--- src/rtl/jtdd2_snd_pkg.sv ---
// Shared types for the sound ROM arbiter.
// FSM states, grant encoding and default SDRAM word offsets.
package jtdd2_snd_pkg;

    typedef enum logic [1:0] {
        IDLE,
        REQ,
        WAIT
    } state_t;

    typedef enum logic {
        GNT_CPU,
        GNT_PCM
    } gnt_t;

    localparam logic [21:0] CPU_OFFS_DEF = 22'h0;
    localparam logic [21:0] PCM_OFFS_DEF = 22'h4000;

endpackage

--- src/rtl/jtdd2_romarb_cache.sv ---
// One-word tag cache for a byte-addressed ROM requester.
// Hit is combinational; a fill writes word, tag and valid.
module jtdd2_romarb_cache #(
    parameter int AW = 15
) (
    input  logic          clk,
    input  logic          rst_n,
    input  logic          cs,
    input  logic [AW-1:0] addr,
    input  logic          fill,
    input  logic [AW-2:0] fill_tag,
    input  logic [15:0]   fill_data,
    output logic          ok,
    output logic [7:0]    data,
    output logic          miss
);

    logic          valid;
    logic [AW-2:0] tag;
    logic [15:0]   word;
    logic          hit;

    assign hit  = cs & valid & (addr[AW-1:1] == tag);
    assign ok   = hit;
    assign miss = cs & ~hit;
    assign data = hit ? (addr[0] ? word[15:8] : word[7:0]) : 8'h00;

    // Capture the fetched word when the arbiter completes a fill for us
    always_ff @(posedge clk) begin
        if (!rst_n) begin
            valid <= 1'b0;
            tag   <= '0;
            word  <= '0;
        end else if (fill) begin
            valid <= 1'b1;
            tag   <= fill_tag;
            word  <= fill_data;
        end
    end

endmodule

--- src/rtl/jtdd2_snd_romarb.sv ---
// Sound CPU / ADPCM ROM arbiter sharing one SDRAM read slot.
// Define JTDD2_ROMARB_RR_EN for round-robin instead of CPU priority.
module jtdd2_snd_romarb
    import jtdd2_snd_pkg::*;
#(
    parameter int                  CPU_AW   = 15,
    parameter int                  PCM_AW   = 18,
    parameter int                  SDRAM_AW = 22,
    parameter logic [SDRAM_AW-1:0] CPU_OFFS = SDRAM_AW'(CPU_OFFS_DEF),
    parameter logic [SDRAM_AW-1:0] PCM_OFFS = SDRAM_AW'(PCM_OFFS_DEF)
) (
    input  logic                clk,
    input  logic                rst_n,
    input  logic                cpu_cs,
    input  logic [CPU_AW-1:0]   cpu_addr,
    output logic [7:0]          cpu_data,
    output logic                cpu_ok,
    input  logic                pcm_cs,
    input  logic [PCM_AW-1:0]   pcm_addr,
    output logic [7:0]          pcm_data,
    output logic                pcm_ok,
    output logic                sdram_req,
    output logic [SDRAM_AW-1:0] sdram_addr,
    input  logic                sdram_ack,
    input  logic                sdram_dok,
    input  logic [15:0]         sdram_data
);

    localparam int TW = (CPU_AW > PCM_AW ? CPU_AW : PCM_AW) - 1;

    state_t              state;
    gnt_t                grant;
    gnt_t                pick;
    logic [TW-1:0]       ftag;
    logic                cpu_miss;
    logic                pcm_miss;
    logic                cpu_fill;
    logic                pcm_fill;
    logic [SDRAM_AW-1:0] cpu_wa;
    logic [SDRAM_AW-1:0] pcm_wa;

    assign cpu_wa   = CPU_OFFS + SDRAM_AW'(cpu_addr[CPU_AW-1:1]);
    assign pcm_wa   = PCM_OFFS + SDRAM_AW'(pcm_addr[PCM_AW-1:1]);
    assign cpu_fill = (state == WAIT) & sdram_dok & (grant == GNT_CPU);
    assign pcm_fill = (state == WAIT) & sdram_dok & (grant == GNT_PCM);

    jtdd2_romarb_cache #(.AW(CPU_AW)) u_cpu (
        .clk       (clk),
        .rst_n     (rst_n),
        .cs        (cpu_cs),
        .addr      (cpu_addr),
        .fill      (cpu_fill),
        .fill_tag  (ftag[CPU_AW-2:0]),
        .fill_data (sdram_data),
        .ok        (cpu_ok),
        .data      (cpu_data),
        .miss      (cpu_miss)
    );

    jtdd2_romarb_cache #(.AW(PCM_AW)) u_pcm (
        .clk       (clk),
        .rst_n     (rst_n),
        .cs        (pcm_cs),
        .addr      (pcm_addr),
        .fill      (pcm_fill),
        .fill_tag  (ftag[PCM_AW-2:0]),
        .fill_data (sdram_data),
        .ok        (pcm_ok),
        .data      (pcm_data),
        .miss      (pcm_miss)
    );

`ifdef JTDD2_ROMARB_RR_EN
    gnt_t last;

    // On a tie the requester served last time yields
    always_comb begin
        pick = cpu_miss ? GNT_CPU : GNT_PCM;
        if (cpu_miss && pcm_miss && last == GNT_CPU)
            pick = GNT_PCM;
    end

    // Remember who won the most recent arbitration
    always_ff @(posedge clk) begin
        if (!rst_n)
            last <= GNT_PCM;
        else if (state == IDLE && (cpu_miss || pcm_miss))
            last <= pick;
    end
`else
    // CPU always wins when both miss
    always_comb begin
        pick = cpu_miss ? GNT_CPU : GNT_PCM;
    end
`endif

    // Fetch sequencer: arbitrate in IDLE, hold req until ack, fill on dok
    always_ff @(posedge clk) begin
        if (!rst_n) begin
            state      <= IDLE;
            grant      <= GNT_CPU;
            sdram_req  <= 1'b0;
            sdram_addr <= '0;
        end else begin
            unique case (state)
                IDLE: begin
                    if (cpu_miss || pcm_miss) begin
                        grant     <= pick;
                        sdram_req <= 1'b1;
                        state     <= REQ;
                        if (pick == GNT_CPU) begin
                            sdram_addr <= cpu_wa;
                            ftag       <= TW'(cpu_addr[CPU_AW-1:1]);
                        end else begin
                            sdram_addr <= pcm_wa;
                            ftag       <= TW'(pcm_addr[PCM_AW-1:1]);
                        end
                    end
                end
                REQ: begin
                    if (sdram_ack) begin
                        sdram_req <= 1'b0;
                        state     <= WAIT;
                    end
                end
                WAIT: begin
                    if (sdram_dok)
                        state <= IDLE;
                end
                default: state <= IDLE;
            endcase
        end
    end

endmodule

--- config.mk ---
export PLATFORM = sky130hd
export DESIGN_NAME = jtdd2_snd_romarb
export DESIGN_NICKNAME = d
export VERILOG_FILES = /design/src/rtl/jtdd2_snd_pkg.sv /design/src/rtl/jtdd2_romarb_cache.sv /design/src/rtl/jtdd2_snd_romarb.sv
export SDC_FILE = /design/constraint.sdc
export NUM_CORES = 1
export LEC_CHECK = 0
export CAP_MARGIN = 5
export CORE_ASPECT_RATIO = 0.6
export CORE_MARGIN = 5
export CORE_UTILIZATION = 55
export DETAILED_ROUTE_END_ITERATION = 8
export PLACE_DENSITY = 0.85
export SETUP_SLACK_MARGIN = 0.15
export SYNTH_ARGS = -nofsm -noshare
export SYNTH_HDL_FRONTEND = slang
export SYNTH_SLANG_ARGS = --single-unit
--- constraint.sdc ---
create_clock -name clk -period 5.7 [get_ports clk]
set_input_delay 0.57 -clock clk [delete_from_list [all_inputs] [get_ports clk]]
set_output_delay 0.57 -clock clk [all_outputs]
set_load 0.1 [all_outputs]
---- Word level (Yosys, flattened, before mapping) ----
Cells that the tools add are included.
word-level totals
  bits of input ports ..................... 55
  output and inout port bits .............. 41
  register bits ........................... 108
operators by class
  bitwise gates (word level) .............. 12
  eq/ne operators ......................... 7
  $add $sub $neg .......................... 1
  reductions and logical operators ........ 7
  muxes and demuxes ....................... 14
operators with widths
  cell                                                 count
  two-way mux 8 bit                                    4
  adder 15 x 17 -> 18 bit, first input constant        1
  two-way mux 18 bit                                   1
  equality test 17 bit                                 1
  equality test 14 bit                                 1
  two-way mux 14 bit                                   1
  bitwise AND 1 bit                                    9
  AND reduction 3 bit                                  3
  two-way mux 2 bit                                    3
  != test 2 bit, second input constant                 3
  case mux 2 bit (3 select lines)                      1
  two-way mux 1 bit                                    3
  NOT 1 bit                                            3
  equality test 2 x 1 -> 1 bit, second input constant  1
  equality test 2 bit, second input constant           1
  logical NOT 2 bit                                    1
  case mux 1 bit (2 select lines)                      1
  AND reduction 2 bit                                  1
  nonzero test 2 bit                                   1
  logical OR 1 bit                                     1

---- Longest topological paths before layout ----
Gate-level depths: netlist (run 1).
  depth after elaboration ................. 7
  mapped depth ............................ 7
  depth with buffers taken out ............ 6

---- Modules after synthesis ----
Synthesis (run 1) repeated with hierarchy kept, for this count alone.
second synthesis, totals
  cells, all modules ...................... 437
  area total of the unflattened synthesis .. 4713.3 µm²
by module, submodules not included
  module                       instances  cells each  sequential area each (µm²)  area an instance (µm²)
  jtdd2_snd_romarb             1          149         950.9                       1674.1
  jtdd2_romarb_cache at u_pcm  1          150         680.7                       1600.3
  jtdd2_romarb_cache at u_cpu  1          138         620.6                       1438.9

---- Worst setup path before layout (run 1) ----
No wires, ideal clock.
  path type ............................... in2out
  from .................................... input port pcm_addr[17]
  to ...................................... output port pcm_data[0]
  path slack .............................. 2339 ps
  cell stages on the path ................. 6
  buffers on the path ..................... 1
  data arrival time ....................... 2791 ps
  cell sequence ........................... xor2_1 > nor4_1 > nand3_1 > or2_1 > clkbuf_1 > nor2_1
between the ends
  longest elaborated chain between the ends .. 3
RTL lines
  what                  RTL line                  RTL
  from (decl)           jtdd2_snd_romarb.sv:19    input logic [PCM_AW-1:0] pcm_addr,
  equality test 17 bit  jtdd2_romarb_cache.sv:23  assign hit = cs & valid & (addr[AW-1:1] == tag);
  bitwise AND 1 bit     jtdd2_romarb_cache.sv:23
  two-way mux 8 bit     jtdd2_romarb_cache.sv:26  assign data = hit ? (addr[0] ? word[15:8] : word[7:0]) : 8'h00;
  to (decl)             jtdd2_snd_romarb.sv:20    output logic [7:0] pcm_data,
No other way between the ends.

---- Final worst setup path (run 1) ----
  from .................................... input port cpu_addr[1]
  to ...................................... output port cpu_data[7]
between the ends
  longest elaborated chain between the ends .. 3
RTL lines
  what                  RTL line                  RTL
  from (decl)           jtdd2_snd_romarb.sv:15    input logic [CPU_AW-1:0] cpu_addr,
  equality test 14 bit  jtdd2_romarb_cache.sv:23
  bitwise AND 1 bit     jtdd2_romarb_cache.sv:23
  two-way mux 8 bit     jtdd2_romarb_cache.sv:26
  to (decl)             jtdd2_snd_romarb.sv:16    output logic [7:0] cpu_data,
No other way between the ends.

==> flow_metrics.tcl, run 1 <==
set metrics [dict create \
    fin_setup_tns_ps 0 \
    rsz0062_at_grt "false" \
    drv_slew 0 \
    drc_errors 0 \
    hold_viol 0 \
    ff2ff_setup_slack_ps 2500 \
    start_kind "primary input" \
    cp_max_fo 13 \
    worstHoldEndpoint "sdram_addr[17]$_SDFFE_PN0P_" \
    start_util_pct 57.56 \
    utilization_pct 72.16 \
    layout_min_cycle_time_ps 4281 \
    io_buffers 91 \
    critical_path_class "in2out" \
    final_cells 679 \
    cts_htree_levels 3 \
    hold_buffers 0 \
    vias 3820 \
    ys_types 40 \
    grt_pass1_vias 3759 \
    clkSinkCount 104 \
    whs_ps 459.9 \
    dpl_worst_slack_ps 1499 \
    clk_latency_ps 350 \
    antenna_cells 0 \
    placed_cells 663 \
    crit_required_ps 5130 \
    fin_skew_ps 8.089 \
    areaGrowthSynthToFinish_pct 25.36 \
    wirelength_mm 12.62 \
    rr_endpoint "sdram_addr[0]$_SDFFE_PN0P_" \
    gp_congestion 0.8060 \
    dieArea_um2 10410 \
    finalWorstSetupSlack_ps 1419 \
    cap_viol_max_count 0 \
    nFillCells 588 \
    netlist_area_um2 4627 \
    drive_gt1_share_pct 4.028 \
    ant_nets 0 \
    p_leak_nw 2.212 \
    hp-start "sdram_addr[17]$_SDFFE_PN0P_" \
    syn-mean-instance-area_um2 9.366 \
    cts-root-buf "clkbuf_16" \
    synth_seq_cells 104 \
    status "finished, final reports clean" \
    antenna_found_initial 0 \
    vdd_drop_max_uv 274.5 \
    clk_path_buf_depth 2 \
    synth-warning-count 0 \
    grt_use_total_pct 25.20 \
    fmax_mhz 233.6 \
    dieHeight_um 81.05 \
    cts_setup_buffers 0 \
    first_iter_violations 427 \
    tritoncts "done" \
    grt_start_max_net_pins 90 \
    path_clk_slew_ps 60 \
    grt_pass1_wl_mm 19.95 \
    ios 96 \
    cts_resized 0 \
    dr.pass1.iters 5 \
    regToRegStartpoint "u_cpu.tag[7]$_SDFFE_PN0P_" \
    hpwl_mm 8.655 \
    final_nets 622 \
    hp-class "reg2reg" \
    hold_depth 2 \
    cts_buffers 9 \
    end_kind "primary output" \
    p_per_area_nw_per_um2 286.1 \
    period_share_pct 75.11 \
    tightest_slew_ps 990.4 \
    setup_violations 0 \
    crit_arrival_ps 3710 \
    num_rows 25 \
    ys_seq_area_share_pct 48.67 \
    syn_inst 494 \
    reg2regPathDepth 6 \
    core_region_area_um2 8039 \
    grt_overflow_total 0 \
    slew_headroom_pct 33.77 \
    avgViaCountPerCell 5.626 \
    die_w_um 128.4 \
    wire_per_inst_um 18.58 \
]
area by class of cell:
type / instances / area [µm²] / share of cell area [%]
well taps: 108 / 135.1 / 2.330
clock inverters: 3 / 16.27 / 0.2804
flip-flops and latches: 104 / 2252 / 38.83
clock buffers: 13 / 250.2 / 4.314
inverters: 3 / 11.26 / 0.1941
multi-input cells: 353 / 2200 / 37.92
repair buffers: 95 / 935.9 / 16.13
Yosys cell counts:
library cell,count,area [µm²]
xor2_1,31,271.5
inv_1,3,11.26
a21boi_0,63,473.0
mux2_1,13,146.4
nand3b_1,4,30.03
nand2_1,131,491.7
buf_4,6,45.04
o22ai_1,1,6.260
nand3_1,5,25.02
ha_1,1,12.51
nand4_1,3,18.77
mux2i_1,16,160.2
o211a_1,15,150.1
o21ai_0,1,5.000
o21ai_1,1,5.000
and3_1,3,18.77
nor3_1,1,5.000
nor2_2,1,6.260
and2_1,5,31.28
nor2b_1,1,6.260
o211a_4,1,17.52
edfxtp_1,17,510.5
or3_1,14,87.58
xnor2_1,1,8.760
nand2b_1,1,6.260
nor2_1,18,67.56
mux2_2,1,11.26
nor4bb_1,1,10.01
o21a_1,2,15.01
clkbuf_1,26,97.59
buf_1,2,7.510
nor4_1,7,43.79
a21boi_1,4,30.03
or2_2,1,6.260
a221oi_1,1,8.760
dfxtp_1,87,1742
or2_1,1,6.260
buf_6,2,22.52
conb_1,1,3.750
buf_2,1,5.000
critical path: stages:
cell and delay [ps]:
clkdlybuf4s50_1 460, xor2_1 170, nor4_1 380, nand4_1 560
nor2_1 390, clkdlybuf4s50_1 1190
power breakdown:
part | internal [W] | total (W) | switching (W)
combinational | 0.0000994 | 0.000295 | 0.000195
sequential | 0.000777 | 0.000794 | 0.0000164
clock | 0.000308 | 0.000571 | 0.000264
layout by cell type (no fill, tap or decap), types with 2 or more instances in the layout:
cell type,netlist,routed
nand2_1,131,131
clkdlybuf4s50_1,0,90
dfxtp_1,87,87
a21boi_0,63,63
xor2_1,31,31
nor2_1,18,17
edfxtp_1,17,17
mux2i_1,16,16
o211a_1,15,15
or3_1,14,14
mux2_1,13,13
clkbuf_16,0,9
nor4_1,7,7
nand3_1,5,5
and2_1,5,5
nand3b_1,4,4
a21boi_1,4,4
conb_1,1,4
buf_4,6,4
nand4_1,3,3
inv_1,3,3
and3_1,3,3
clkbuf_1,26,3
nor2_2,1,2
o21a_1,2,2
clkinv_2,0,2
through the flow:
stage	power (W)	instance area (µm²)
after floorplan	0.001004	4638
after global placement	0.001094	5534
after detailed placement	0.001100	5534
after CTS	0.001664	5801
after global routing	0.001717	5801
final	0.001659	5801
state kept, by name (all words and copies together) (netlist names), 2 cells and up:
| signal | cells |
|---|---|
| u_pcm.word | 16 |
| u_pcm.tag | 17 |
| u_cpu.word | 16 |
| ftag | 17 |
| sdram_addr | 18 |
| u_cpu.tag | 14 |
| state | 2 |
worst max path at each step:
stage	start	end	slack, ps	depth (start not counted)
2_1_floorplan	pcm_addr[17]	pcm_data[0]	2340	6
3_3_place_gp	cpu_addr[8]	cpu_data[7]	1500	6
3_5_place_dp	cpu_addr[1]	cpu_data[7]	1500	6
4_1_cts	cpu_addr[1]	cpu_data[7]	1500	6
5_1_grt	pcm_addr[17]	pcm_data[3]	1380	7
6_report	cpu_addr[1]	cpu_data[7]	1420	6
routing by layer:
metal	vias to the layer above	wire length, µm	GRT usage (%)
li1	1803	-	-
met1	1817	5867	35.43
met2	172	5467	37.85
met3	28	1066	7.753
met4	0	218	6.462
met5	-	0	0
cells by family (layout without fill, tap and decap cells):
logic type / Yosys count / count (layout) / synth area share [%]
AO/OA/AOI/OAI: 89 / 89 / 15.36
XOR/XNOR: 32 / 32 / 6.057
adder cells (fa/ha/maj): 1 / 1 / 0.2704
other: 1 / 4 / 0.08105
buffers and inverters: 40 / 114 / 4.083
AND/OR/NAND/NOR: 197 / 197 / 18.60
multiplexers: 30 / 30 / 6.868
flip-flops: 104 / 104 / 48.67
Note: power is estimated with default switching activity, not from simulation.
==> run 2: changes to the inputs <==
--- a/config.mk
+++ b/config.mk
@@ -8,9 +8,9 @@
 export CAP_MARGIN = 5
 export CORE_ASPECT_RATIO = 0.6
 export CORE_MARGIN = 5
-export CORE_UTILIZATION = 55
+export CORE_UTILIZATION = 46
 export DETAILED_ROUTE_END_ITERATION = 8
-export PLACE_DENSITY = 0.85
+export PLACE_DENSITY = 0.76
 export SETUP_SLACK_MARGIN = 0.15
 export SYNTH_ARGS = -nofsm -noshare
 export SYNTH_HDL_FRONTEND = slang
==> constraint.sdc (replaced) <==
create_clock -name clk -period 3.83 [get_ports clk]
set_input_delay 0.383 -clock clk [delete_from_list [all_inputs] [get_ports clk]]
set_output_delay 0.383 -clock clk [all_outputs]
set_load 0.1 [all_outputs]
==> run 2 against run 1 <==
Against the previous run:
- sequential power increased by 49%
- hold slack gained 3.0 ps
- largest cell class unchanged
- die area is 18% higher
- global-route usage shrank 5.0 points
- first-iteration DRC count fell by 57%
- largest power group unchanged
==> flow_metrics.tcl, run 2 (synthesis gave the netlist of run 1 again) <==
set metrics [dict create \
    grt_pass1_vias 3702 \
    utilization_pct 59.25 \
    placed_cell_area_um2 5560 \
    path_clk_slew_ps 70 \
    cts_buffers 9 \
    fin_setup_tns_ps 0 \
    wire_per_inst_um 17.12 \
    antenna_found_initial 1 \
    worstHoldEndpoint "u_cpu.word[0]$_SDFFE_PN0P_" \
    final_common_cell "nand2_1" \
    io_buffers 91 \
    grt_overflow_total 0 \
    grt_pass1_wl_mm 19.53 \
    avgViaCountPerCell 5.186 \
    slew_headroom_pct 34.57 \
    hold_depth 2 \
    hpwl_mm 8.498 \
    regToRegStartpoint "u_pcm.tag[13]$_SDFFE_PN0P_" \
    cp_max_fo 10 \
    swShare_pct 29.35 \
    drive_gt1_share_pct 8.507 \
    fmax_mhz 336.0 \
    vdd_drop_max_uv 233.2 \
    gp_congestion 0.7881 \
    start_util_pct 47.00 \
    crit_required_ps 3450 \
    wirelength_mm 12.17 \
    p_per_area_nw_per_um2 424.0 \
    ios 96 \
    p_sw_w 0.0007258 \
    period_share_pct 77.71 \
    end_kind "primary output" \
    final_nets 627 \
    tritoncts "done" \
    areaGrowthSynthToFinish_pct 26.07 \
    clk_path_buf_depth 2 \
    met3_usage_pct 6.219 \
    met1_usage_pct 27.74 \
    ff2ff_setup_slack_ps 1450 \
    cts_resized 0 \
    cts-root-buf "clkbuf_16" \
    p_leak_nw 2.271 \
    num_rows 28 \
    layout_min_cycle_time_ps 2976 \
    grt_start_max_net_pins 60 \
    hold_buffers 0 \
    hp-class "reg2reg" \
    dieArea_um2 12230 \
    fin_skew_ps 9.671 \
    final_cell_mix "131 x nand2_1, 87 x dfxtp_1, 72 x clkdlybuf4s50_1" \
    setup_violations 0 \
    grt-busiest-layer "met2" \
    stdcell_area_um2 5833 \
    reg_top3 "sdram_addr (18), ftag (17), u_pcm.tag (17)" \
    drv_slew 0 \
    cts_setup_buffers 0 \
    p_int_w 0.001748 \
    core_region_area_um2 9844 \
    dr.pass1.iters 4 \
    clk_latency_ps 350 \
    cap_viol_max_count 0 \
    start_kind "primary input" \
    vias 3687 \
    largest_reg_flops 18 \
    whs_ps 462.9 \
    dieHeight_um 87.69 \
    crit_arrival_ps 2590 \
    reg2regPathDepth 6 \
    rr_endpoint "sdram_req$_SDFFE_PN0P_" \
    clockPowerShare_pct 34.6 \
    tightest_slew_ps 978.3 \
    first_iter_violations 185 \
    hold_viol 0 \
    antenna_cells 0 \
    die_w_um 139.5 \
    grtUsageMet2_pct 31.60 \
    seq_power_share_pct 47.7 \
    status "finished, final reports clean" \
    combPwrFrac_pct 17.7 \
    rsz0062_at_grt "false" \
    drc_errors 0 \
    ant_nets 0 \
    clkSinkCount 104 \
    largest_register "sdram_addr" \
    critical_path_class "in2out" \
    cts_htree_levels 3 \
    grt_use_total_pct 20.22 \
    hp-start "u_cpu.word[0]$_SDFFE_PN0P_" \
]
[run 2: stage by stage]
stage	total power (W)	cells	setup slack, ps
floorplan	0.001494	497	842.8
global placement	0.001635	695	828.0
global route	0.002559	711	723.6
CTS	0.002482	711	898.9
finish	0.002473	711	853.7
detailed placement	0.001640	695	904.8
[run 2: per-layer routing]
layer	vias to the layer above	wire, µm
met5	-	19
met4	2	128
met2	103	5321
met1	1752	5878
met3	13	821
li1	1817	-
[run 2: power groups by stage]
stage / Clock, W / Sequential (W) / Combinational [W]
2_1_floorplan: 0 / 0.00134 / 0.000153
3_3_place_gp: 0 / 0.00120 / 0.000432
3_5_place_dp: 0 / 0.00120 / 0.000436
4_1_cts: 0.000863 / 0.00118 / 0.000439
5_1_grt: 0.000914 / 0.00118 / 0.000461
6_report: 0.000855 / 0.00118 / 0.000438
[run 2: worst max-delay path by stage]
stage | startpoint | to
2_1_floorplan | pcm_addr[17] | pcm_data[0]
3_3_place_gp | pcm_addr[14] | pcm_data[4]
3_5_place_dp | pcm_addr[14] | pcm_data[4]
4_1_cts | pcm_addr[14] | pcm_data[4]
5_1_grt | pcm_addr[15] | pcm_data[4]
6_report | pcm_addr[14] | pcm_data[4]
[run 2: critical path: stages]
cell	delay, ps
clkdlybuf4s50_1	440
xor2_1	180
nor4_1	390
nand3_1	180
or2_1	450
nor2_1	240
buf_4	320
[run 2: cell type report]
cell class | instances | area [µm²]
clock buffers | 9 | 225.2
inverters | 3 | 11.26
multi-input cells | 353 | 2200
fillers | 821 | 4011
repair buffers | 100 | 928.4
clock inverters | 7 | 47.55
well taps | 135 | 168.9
flip-flops and latches | 104 | 2252
==> run 3: changes to the inputs <==
--- a/config.mk
+++ b/config.mk
@@ -8,9 +8,9 @@
 export CAP_MARGIN = 5
 export CORE_ASPECT_RATIO = 0.6
 export CORE_MARGIN = 5
-export CORE_UTILIZATION = 46
+export CORE_UTILIZATION = 51
 export DETAILED_ROUTE_END_ITERATION = 8
-export PLACE_DENSITY = 0.76
+export PLACE_DENSITY = 0.8
 export SETUP_SLACK_MARGIN = 0.15
 export SYNTH_ARGS = -nofsm -noshare
 export SYNTH_HDL_FRONTEND = slang
==> constraint.sdc (replaced) <==
create_clock -name clk -period 2.9 [get_ports clk]
set_input_delay 0.29 -clock clk [delete_from_list [all_inputs] [get_ports clk]]
set_output_delay 0.29 -clock clk [all_outputs]
set_load 0.1 [all_outputs]
==> run 3 against run 2 <==
Against the previous run:
- clock-buffer cell count up 2
- flip-flop and latch count unchanged
- first-iteration DRC count grew 91%
- cell area grew 3.4%
- critical endpoint is now pcm_data[6]
- largest power group unchanged
==> flow_metrics.tcl, run 3 (synthesis gave the netlist of run 1 again) <==
set metrics [dict create \
    ant_nets 0 \
    grt_pass1_wl_mm 20.09 \
    cts_buffers 9 \
    cap_viol_max_count 0 \
    num_rows 26 \
    cts-root-buf "clkbuf_16" \
    vdd_drop_max_uv 363.4 \
    grt_use_total_pct 23.12 \
    grt_pass1_vias 3802 \
    wire_per_inst_um 18.46 \
    crit_family "simple AND/OR/NAND/NOR gates" \
    avgViaCountPerCell 5.543 \
    p_per_area_nw_per_um2 542.3 \
    status "finished, final reports clean" \
    antenna_found_initial 0 \
    clk_latency_ps 350 \
    hold_viol 0 \
    reg_top3 "sdram_addr (18), ftag (17), u_pcm.tag (17)" \
    final_nets 629 \
    final_common_cell "nand2_1" \
    crit_arrival_ps 2320 \
    io_buffers 91 \
    largest_reg_flops 18 \
    fin_skew_ps 9.798 \
    hpwl_mm 9.062 \
    dr.pass1.iters 6 \
    drv_slew 0 \
    hp-class "in2reg" \
    clk_path_buf_depth 2 \
    fmax_mhz 383.7 \
    combPwrFrac_pct 17.8 \
    start_util_pct 53.27 \
    cpPeakStageDelay_ps 510 \
    p_leak_nw 2.379 \
    p_int_w 0.002327 \
    drc_errors 0 \
    seq_power_share_pct 47.6 \
    finalWorstSetupSlack_ps 294.1 \
    slew_headroom_pct 48.29 \
    path_clk_slew_ps 70 \
    critical_path_class "in2out" \
    cts_htree_levels 3 \
    wirelength_mm 12.74 \
    period_share_pct 89.86 \
    p_sw_w 0.0009442 \
    path_cells "clkdlybuf4s50_1 > xor2_1 > nor4_2 > nand4_1 > or2_4 > nor2_1 > buf_12" \
    crit_required_ps 2610 \
    hold_buffers 0 \
    drive_gt1_share_pct 12.28 \
    start_kind "primary input" \
    swShare_pct 28.86 \
    vias 3825 \
    die_w_um 133.0 \
    whs_ps 445.1 \
    antenna_cells 0 \
    dpl_worst_slack_ps 95.33 \
    grt_overflow_total 0 \
    clkSinkCount 104 \
    layout_min_cycle_time_ps 2606 \
    dieHeight_um 83.78 \
    setup_violations 0 \
    first_iter_violations 354 \
    grt_start_max_net_pins 60 \
    crit_slowest_cell "clkdlybuf4s50_1" \
    dieArea_um2 11140 \
    fin_setup_tns_ps 0 \
    largest_register "sdram_addr" \
    tritoncts "done" \
    path_buf_inv 2 \
    end_kind "primary output" \
    cp_max_fo 10 \
    nFillCells 646 \
    ios 96 \
    core_region_area_um2 8686 \
    rsz0062_at_grt "false" \
    gp_congestion 0.7879 \
    clockPowerShare_pct 34.6 \
    utilization_pct 69.45 \
    areaGrowthSynthToFinish_pct 30.37 \
    tightest_slew_ps 773.5 \
    final_cell_mix "131 x nand2_1, 87 x dfxtp_1, 63 x a21boi_0" \
]
==> run 3: cell count changes in the layout (fill, tap and decap cells not counted), sizes merged <==
cell           previous run  this run
clkinv                    4         3
clkinvlp                  2         0
clkbuf                    9        11
clkdlybuf4s50            72        53
buf                      28        49
inv                       4         5
==> run 3: power groups by stage <==
stage	combinational (W)	sequential, W	clock, W
after global placement	0.000568	0.00159	0
after detailed placement	0.000577	0.00159	0
after floorplan	0.000202	0.00177	0
after global routing	0.000608	0.00156	0.00122
after CTS	0.000580	0.00156	0.00114
final	0.000582	0.00156	0.00113
==> run 3: final timing paths <==
check / startpoint / endpoint / slack, ps / cells past startpoint
worst max register to register: u_cpu.tag[11]$_SDFFE_PN0P_ / sdram_addr[11]$_SDFFE_PN0P_ / 700 / 6
worst min-delay path: rst_n / grant$_SDFFE_PN0P_ / 450 / 2
worst max-delay path: pcm_addr[15] / pcm_data[6] / 290 / 7
worst min register to register: u_cpu.word[11]$_SDFFE_PN0P_ / u_cpu.word[11]$_SDFFE_PN0P_ / 470 / 2
==> run 3: repair_timing <==
item                                    4_1_cts  5_1_grt
endpoints found under the setup margin        8        8
gates resized for setup                       1        1
buffers inserted                              0        0
==> run 3: area by class of cell <==
| type | instances | area, µm² | share of cell area, % |
|---|---|---|---|
| clock buffer | 11 | 242.7 | 4.024 |
| clock inverter | 5 | 31.28 | 0.5186 |
| inverter | 3 | 11.26 | 0.1867 |
| multi-input combinational | 353 | 2208 | 36.61 |
| sequential | 104 | 2252 | 37.34 |
| tap | 112 | 140.1 | 2.323 |
| timing repair buffer | 102 | 1146 | 19.00 |
==> run 3: layer usage <==
metal / share of wire [%] / up-vias / GRT usage, % / routed length [µm]
li1: - / 1821 / - / -
met1: 46 / 1836 / 31.79 / 5859
met2: 45 / 155 / 35.04 / 5678
met3: 8.1 / 13 / 6.928 / 1038
met4: 1.3 / 0 / 6.981 / 162
met5: 0 / - / 0 / 0
==> run 3: stage by stage <==
step                      cells  total power [W]  instance area, µm²
after floorplan             497         0.001973                4638
after global placement      674         0.002155                5749
after detailed placement    674         0.002166                5749
after CTS                   690         0.003282                6026
after global routing        690         0.003388                6032
final                       690         0.003271                6032
==> run 3: worst reg2reg max path: cells and delay by family (launching register included) <==
kind,cells,cell delay [ps]
compound gates,1,150
xor+xnor,1,200
flops,1,320
simple gates,4,1430
==> patch 1, RTL diff (config.mk and constraints of run 3) <==
Encoding of `state_t`: now one-hot (3 bits for 3 states).
--- a/src/rtl/jtdd2_snd_pkg.sv
+++ b/src/rtl/jtdd2_snd_pkg.sv
@@ -4,6 +4,6 @@
 
-    typedef enum logic [1:0] {
-        IDLE,
-        REQ,
-        WAIT
+    typedef enum logic [2:0] {
+        IDLE = 3'b001,
+        REQ  = 3'b010,
+        WAIT = 3'b100
     } state_t;
Check against the original RTL: no difference found for any inputs over 4 cycles, from zero or initial values and one cycle with rst_n low; so few cycles prove little.
==> patch 1 against run 3 <==
Clock power increased by 28%. Setup slack worse by 0.027 ns. Via count grew 2.4%. Cell count is 3.2% higher. Sequential cell count rose by 1. Design area grew 3.9%. Routed wire length fell by 1.1%. Non-clock buffer count grew 5. Power rose by 20%. Area after synthesis rose by 2.8%. Critical endpoint is now pcm_data[1]. Largest cell class is now multi-input gates.
==> patch 1: results (changes against run 3) <==
Pwr
  – Switching Power: 1.15 mW (+22%)
  – Peak supply drop: 0.000633 V (+74%)
  – Power in the clock group: 1.45 mW (+28%)
  – Leakage: 2.38 nW (about the same)
  – Clock power share: 0.370 (+0.024)
  – Comb pwr: 0.849 mW (+46%)

Place
  – Placed Area: 0.00589 mm² (+2.5%)
  – Placed instance count: 696 (+3.3%)
  – Post-place setup slack: -0.0279 ns (-0.123 ns)
  – DP Wirelength: 9130 µm (+0.80%)
  – Gp weighted congestion: 0.786 (-0.19%)

Cells and area
  – Register area: 0.00227 mm² (+0.89%)
  – Final nets: 647 (+2.9%)
  – Design Area, Final: 0.00626 mm² (+3.9%)
  – Layout cells sized above 1: 0.164 (+0.0416)
  – Cell Count, Final, Fillers Out: 712 (+3.2%)
  – Data buffer area share: 0.187 (-0.00306)
  – Nonclk buf count: 107 (+4.9%)
  – Clock buffers: 11 (unchanged)
  – Inverters: 3 (unchanged)
  – Area of the multi-input gates: 0.00230 mm² (+4.4%)
  – Multi-Input Combinational: 365 (+3.4%)
  – ClkCell Share: 0.0575 (+0.0121)

Setup path
  – R2R setup slack: 0.55 ns (-0.15 ns)
  – R2r startpoint: u_pcm.tag[3]
  – Worst R2R End: sdram_addr[10]
  – CP arrival: 2.34 ns (+0.02 ns)
  – CP Capture Point: pcm_data[1]
  – Crit path from: pcm_addr[16]

Run status
  – Outcome: finished clean

Logic synthesis
  – Seq/Total Area, Yosys: 0.478 (-0.00898)
  – Avg Cell Area, Syn: 9.36 µm² (about the same)
  – Yosys cell types: 43 (+7.5%)
  – Top cells by area in the synthesized netlist: dfxtp_1 37%, a21boi_0 11%, edfxtp_1 11%, nand2_1 11%, xor2_1 5.7%
  – Synth top cells by count: 135 x nand2_1, 88 x dfxtp_1, 68 x a21boi_0

Drt
  – Drt total wl: 12600 µm (-1.1%)
  – Router iterations before antenna repair: 5 (-1)
  – Via density: 5.50 (-0.78%)
  – Met1 Wirelength: 5840 µm (-0.39%)
  – DR WL met3: 936 µm (-9.8%)
  – Metal2 WL: 5630 µm (-0.88%)
  – 1st-iter DRT viols: 312 (-12%)

Clocking
  – # clock sinks: 105 (+0.96%)
  – H-tree levels: 3 (unchanged)

GRT
  – Met3 usage: 0.0701 (+0.000783)
  – Largest net degree at the start of global routing: 89 (+48%)
  – Global-route track usage on met1: 0.309 (-0.00892)
  – First-pass GRT wire length: 20200 µm (+0.76%)
  – Via count of the first global-routing pass: 3929 (+3.3%)
  – Grt met2 use: 0.347 (-0.00343)

Hold path
  – Hold path startpoint: u_pcm.word[10]
  – Worst Hold Class: flop to flop
  – Hold EP: u_pcm.word[10]

Timing
  – Final Skew: 0.00864 ns (-0.00116 ns)
  – Final min period: 2.63 ns (+0.0266 ns)
  – Hold Slack: 0.467 ns (+0.0223 ns)
  – Slew @ Worst Pin: 0.857 ns (+0.0835 ns)

Floorplanning
  – Num rows: 27 (+3.8%)
-- patch 1: cell types whose count changed in the layout (fill, tap and decap cells not counted), moves of 4 or more --
cell              run 3  this run
bufinv_16             0         4
o21ba_1               0        10
buf_4                28        34
mux2_1               13         0
mux2_2                1        14
o21ba_2               0         4
or3_1                14         0
o31ai_1               0        14
nand3_1               5        10
nand2_1             131       135
a21boi_1              4         0
o211a_1              15         1
a21boi_0             63        68
-- patch 1: cell families (layout without fill, tap and decap cells) --
| logic type | count (synthesis) | after routing | synth area share |
|---|---|---|---|
| simple gates | 192 | 192 | 0.175 |
| compound gates | 105 | 105 | 0.172 |
| flops | 105 | 105 | 0.478 |
| buf+inv | 41 | 126 | 0.0434 |
| xor+xnor | 33 | 33 | 0.0608 |
| mux | 30 | 30 | 0.0668 |
| fa+ha+maj | 1 | 1 | 0.00263 |
| other cells | 1 | 4 | 0.000789 |
-- patch 1: repair_timing --
item,in CTS,in global routing
endpoints found under the setup margin,8,5
hold buffers,0,0
pin swaps,0,1
gates resized for setup,3,0
==> patch 2, RTL diff (config.mk and constraints of run 3) <==
Made on the original files. Change the parameter `SDRAM_AW` from 22 to 11.
--- a/src/rtl/jtdd2_snd_romarb.sv
+++ b/src/rtl/jtdd2_snd_romarb.sv
@@ -7,3 +7,3 @@
     parameter int                  PCM_AW   = 18,
-    parameter int                  SDRAM_AW = 22,
+    parameter int                  SDRAM_AW = 11,
     parameter logic [SDRAM_AW-1:0] CPU_OFFS = SDRAM_AW'(CPU_OFFS_DEF),
Interface: changed (resized sdram_addr); port bits go from 96 to 85. No check against the original RTL was run, so the function may have changed too.
==> patch 2 against run 3 <==
Critical path depth unchanged. Routed wire length down 4.5%. Setup slack worse by 0.17 ns. Power down 4.6%. Non-clock buffer count up 8. Largest cell class unchanged. Area after synthesis down 8.6%. Cell count down 0.43%. Count of clock-buffer cells in the layout up 2. Design area down 3.2%. First-iteration DRC count down 8.5%. Sequential cell count down 7. Via count down 3.7%. Critical path type is now flop to output port.
==> patch 2: results (changes against run 3) <==
Run status
  – Outcome: finished clean

GRT
  – GRT Total Usage: 0.243 (+0.0114)
  – Initial antenna violation count: 0 (unchanged)
  – Largest net degree at the start of global routing: 31 (-48%)
  – First-pass GRT wire length: 19100 µm (-5.1%)

Hold path
  – Hold EP: ftag[15]
  – Worst Hold Class: primary input to flop
  – Hold Crit Depth: 2 (unchanged)
  – Hold path startpoint: pcm_addr[16]

Cells and area
  – Biggest regs: ftag: 17 flops, u_pcm.tag: 17 flops
  – Final nets: 629 (unchanged)
  – Inserted Diodes: 0 (unchanged)
  – Layout cells sized above 1: 0.176 (+0.0533)

Place
  – Placed instance count: 667 (-1.0%)
  – Port bufs: 84 (-7.7%)
  – Post-place setup slack: -0.00790 ns (-0.103 ns)
  – Gp weighted congestion: 0.789 (+0.13%)
  – Placed Area: 0.00539 mm² (-6.2%)
  – DP Wirelength: 8570 µm (-5.5%)

Timing
  – Hold Slack: 0.353 ns (-0.0925 ns)
  – Slew @ Worst Pin: 1.17 ns (+0.393 ns)
  – Final Skew: 0.00497 ns (-0.00483 ns)
  – Setup ws final: 0.120 ns (-0.174 ns)

Setup path
  – Worst R2R End: ftag[15]
  – Crit path from: u_pcm.tag[15]
  – Worst Path Max Fanout: 5 (-5)
  – CP arrival: 2.49 ns (+0.17 ns)
  – Worst R2R Path Depth: 10 (+4)
  – Slowest-stage cell, CP: or4_4
  – CP peak stage delay: 0.61 ns (+0.10 ns)
  – CP Capture Point: pcm_data[5]
  – Top delay family on crit path: simple AND/OR/NAND/NOR gates
  – R2R setup slack: 0.19 ns (-0.51 ns)

Logic synthesis
  – Post-synth EDFFs: 17 (unchanged)
  – Main synth FF type: dfxtp_1
  – Top cells by area in the synthesized netlist: dfxtp_1 38%, edfxtp_1 12%, nand2_1 12%, a21oi_1 7.9%, mux2i_1 6.4%
  – Yosys cell types: 34 (-15%)
  – Seq/Total Area, Yosys: 0.500 (+0.0128)
  – Avg Cell Area, Syn: 8.77 µm² (-6.4%)
  – Synth top cells by count: 132 x nand2_1, 80 x dfxtp_1, 67 x a21oi_1
  – Async SR Flop Fraction: 0 (unchanged)
  – Syn_nets: 537
  – YS warnings: 0 (unchanged)

Clocking
  – H-tree levels: 3 (unchanged)
  – CTS Buf Count: 9 (unchanged)
  – Worst-skew pair later-pin latency: 0.34 ns
  – Clk root buf: clkbuf_16
  – Longest Clk Path Bufs: 2 (unchanged)
  – Register clock-pin slew on the reported worst setup and hold paths: 0.06 ns

Drt
  – WL per Instance: 17.7 µm (-4.1%)
  – Router iterations before antenna repair: 6 (unchanged)
  – Drt total wl: 12200 µm (-4.5%)
  – Via total after detailed routing: 3685 (-3.7%)
  – 1st-iter DRT viols: 324 (-8.5%)

Pwr
  – Int Pwr: 2.29 mW (-1.5%)
  – Peak supply drop: 0.000360 V (-0.85%)
  – Leakage: 2.28 nW (-4.2%)
-- patch 2: worst reg2reg max path, delay by kind of cell (launching register included) --
kind                      cells  cell delay [ns]
buffers and inverters         5             0.77
AOI/OAI and AO/OA             2             0.64
and+or+nand+nor               2             0.56
DFF                           1             0.32
xor gates and xnor gates      1             0.18
-- patch 2: cell type report --
cell class	instances	area, µm²
fillers	576	2140
flip-flops and latches	97	2110
multi-input cells	331	1970
repair buffers	110	1230
clock buffers	13	250
well taps	108	135
inverters	25	93.8
clock inverters	3	40.0
-- patch 2: kinds of logic after synthesis --
logic type,Yosys count,share of synthesized area
flip-flops,97,0.500
AND/OR/NAND/NOR,178,0.176
XOR/XNOR,31,0.0642
buffers and inverters,54,0.0530
multiplexers,31,0.0746
AO/OA/AOI/OAI,91,0.133
-- patch 2: metal layers --
metal / vias to the layer above / wire, µm / GRT usage
li1: 1770 / - / -
met3: 14 / 1040 / 0.0645
met4: 0 / 128 / 0.0653
met5: - / 0 / 0
met1: 1745 / 5420 / 0.325
met2: 156 / 5580 / 0.389
-- patch 2: timing repair --
action                     4_1_cts  5_1_grt
gates cloned                     1        0
pin swaps                        6       11
setup endpoints to repair        8       34
setup buffers                    3        0
hold buffers                     0        0
gates resized for setup         24       10
-- patch 2: power by group through the flow --
| stage | Combinational (mW) | Sequential [mW] | Clock [mW] |
|---|---|---|---|
| after floorplan | 0.168 | 1.62 | 0 |
| final | 0.503 | 1.46 | 1.16 |
| after detailed placement | 0.497 | 1.48 | 0 |
| after global routing | 0.527 | 1.46 | 1.25 |
| after global placement | 0.487 | 1.48 | 0 |
| after CTS | 0.499 | 1.45 | 1.18 |
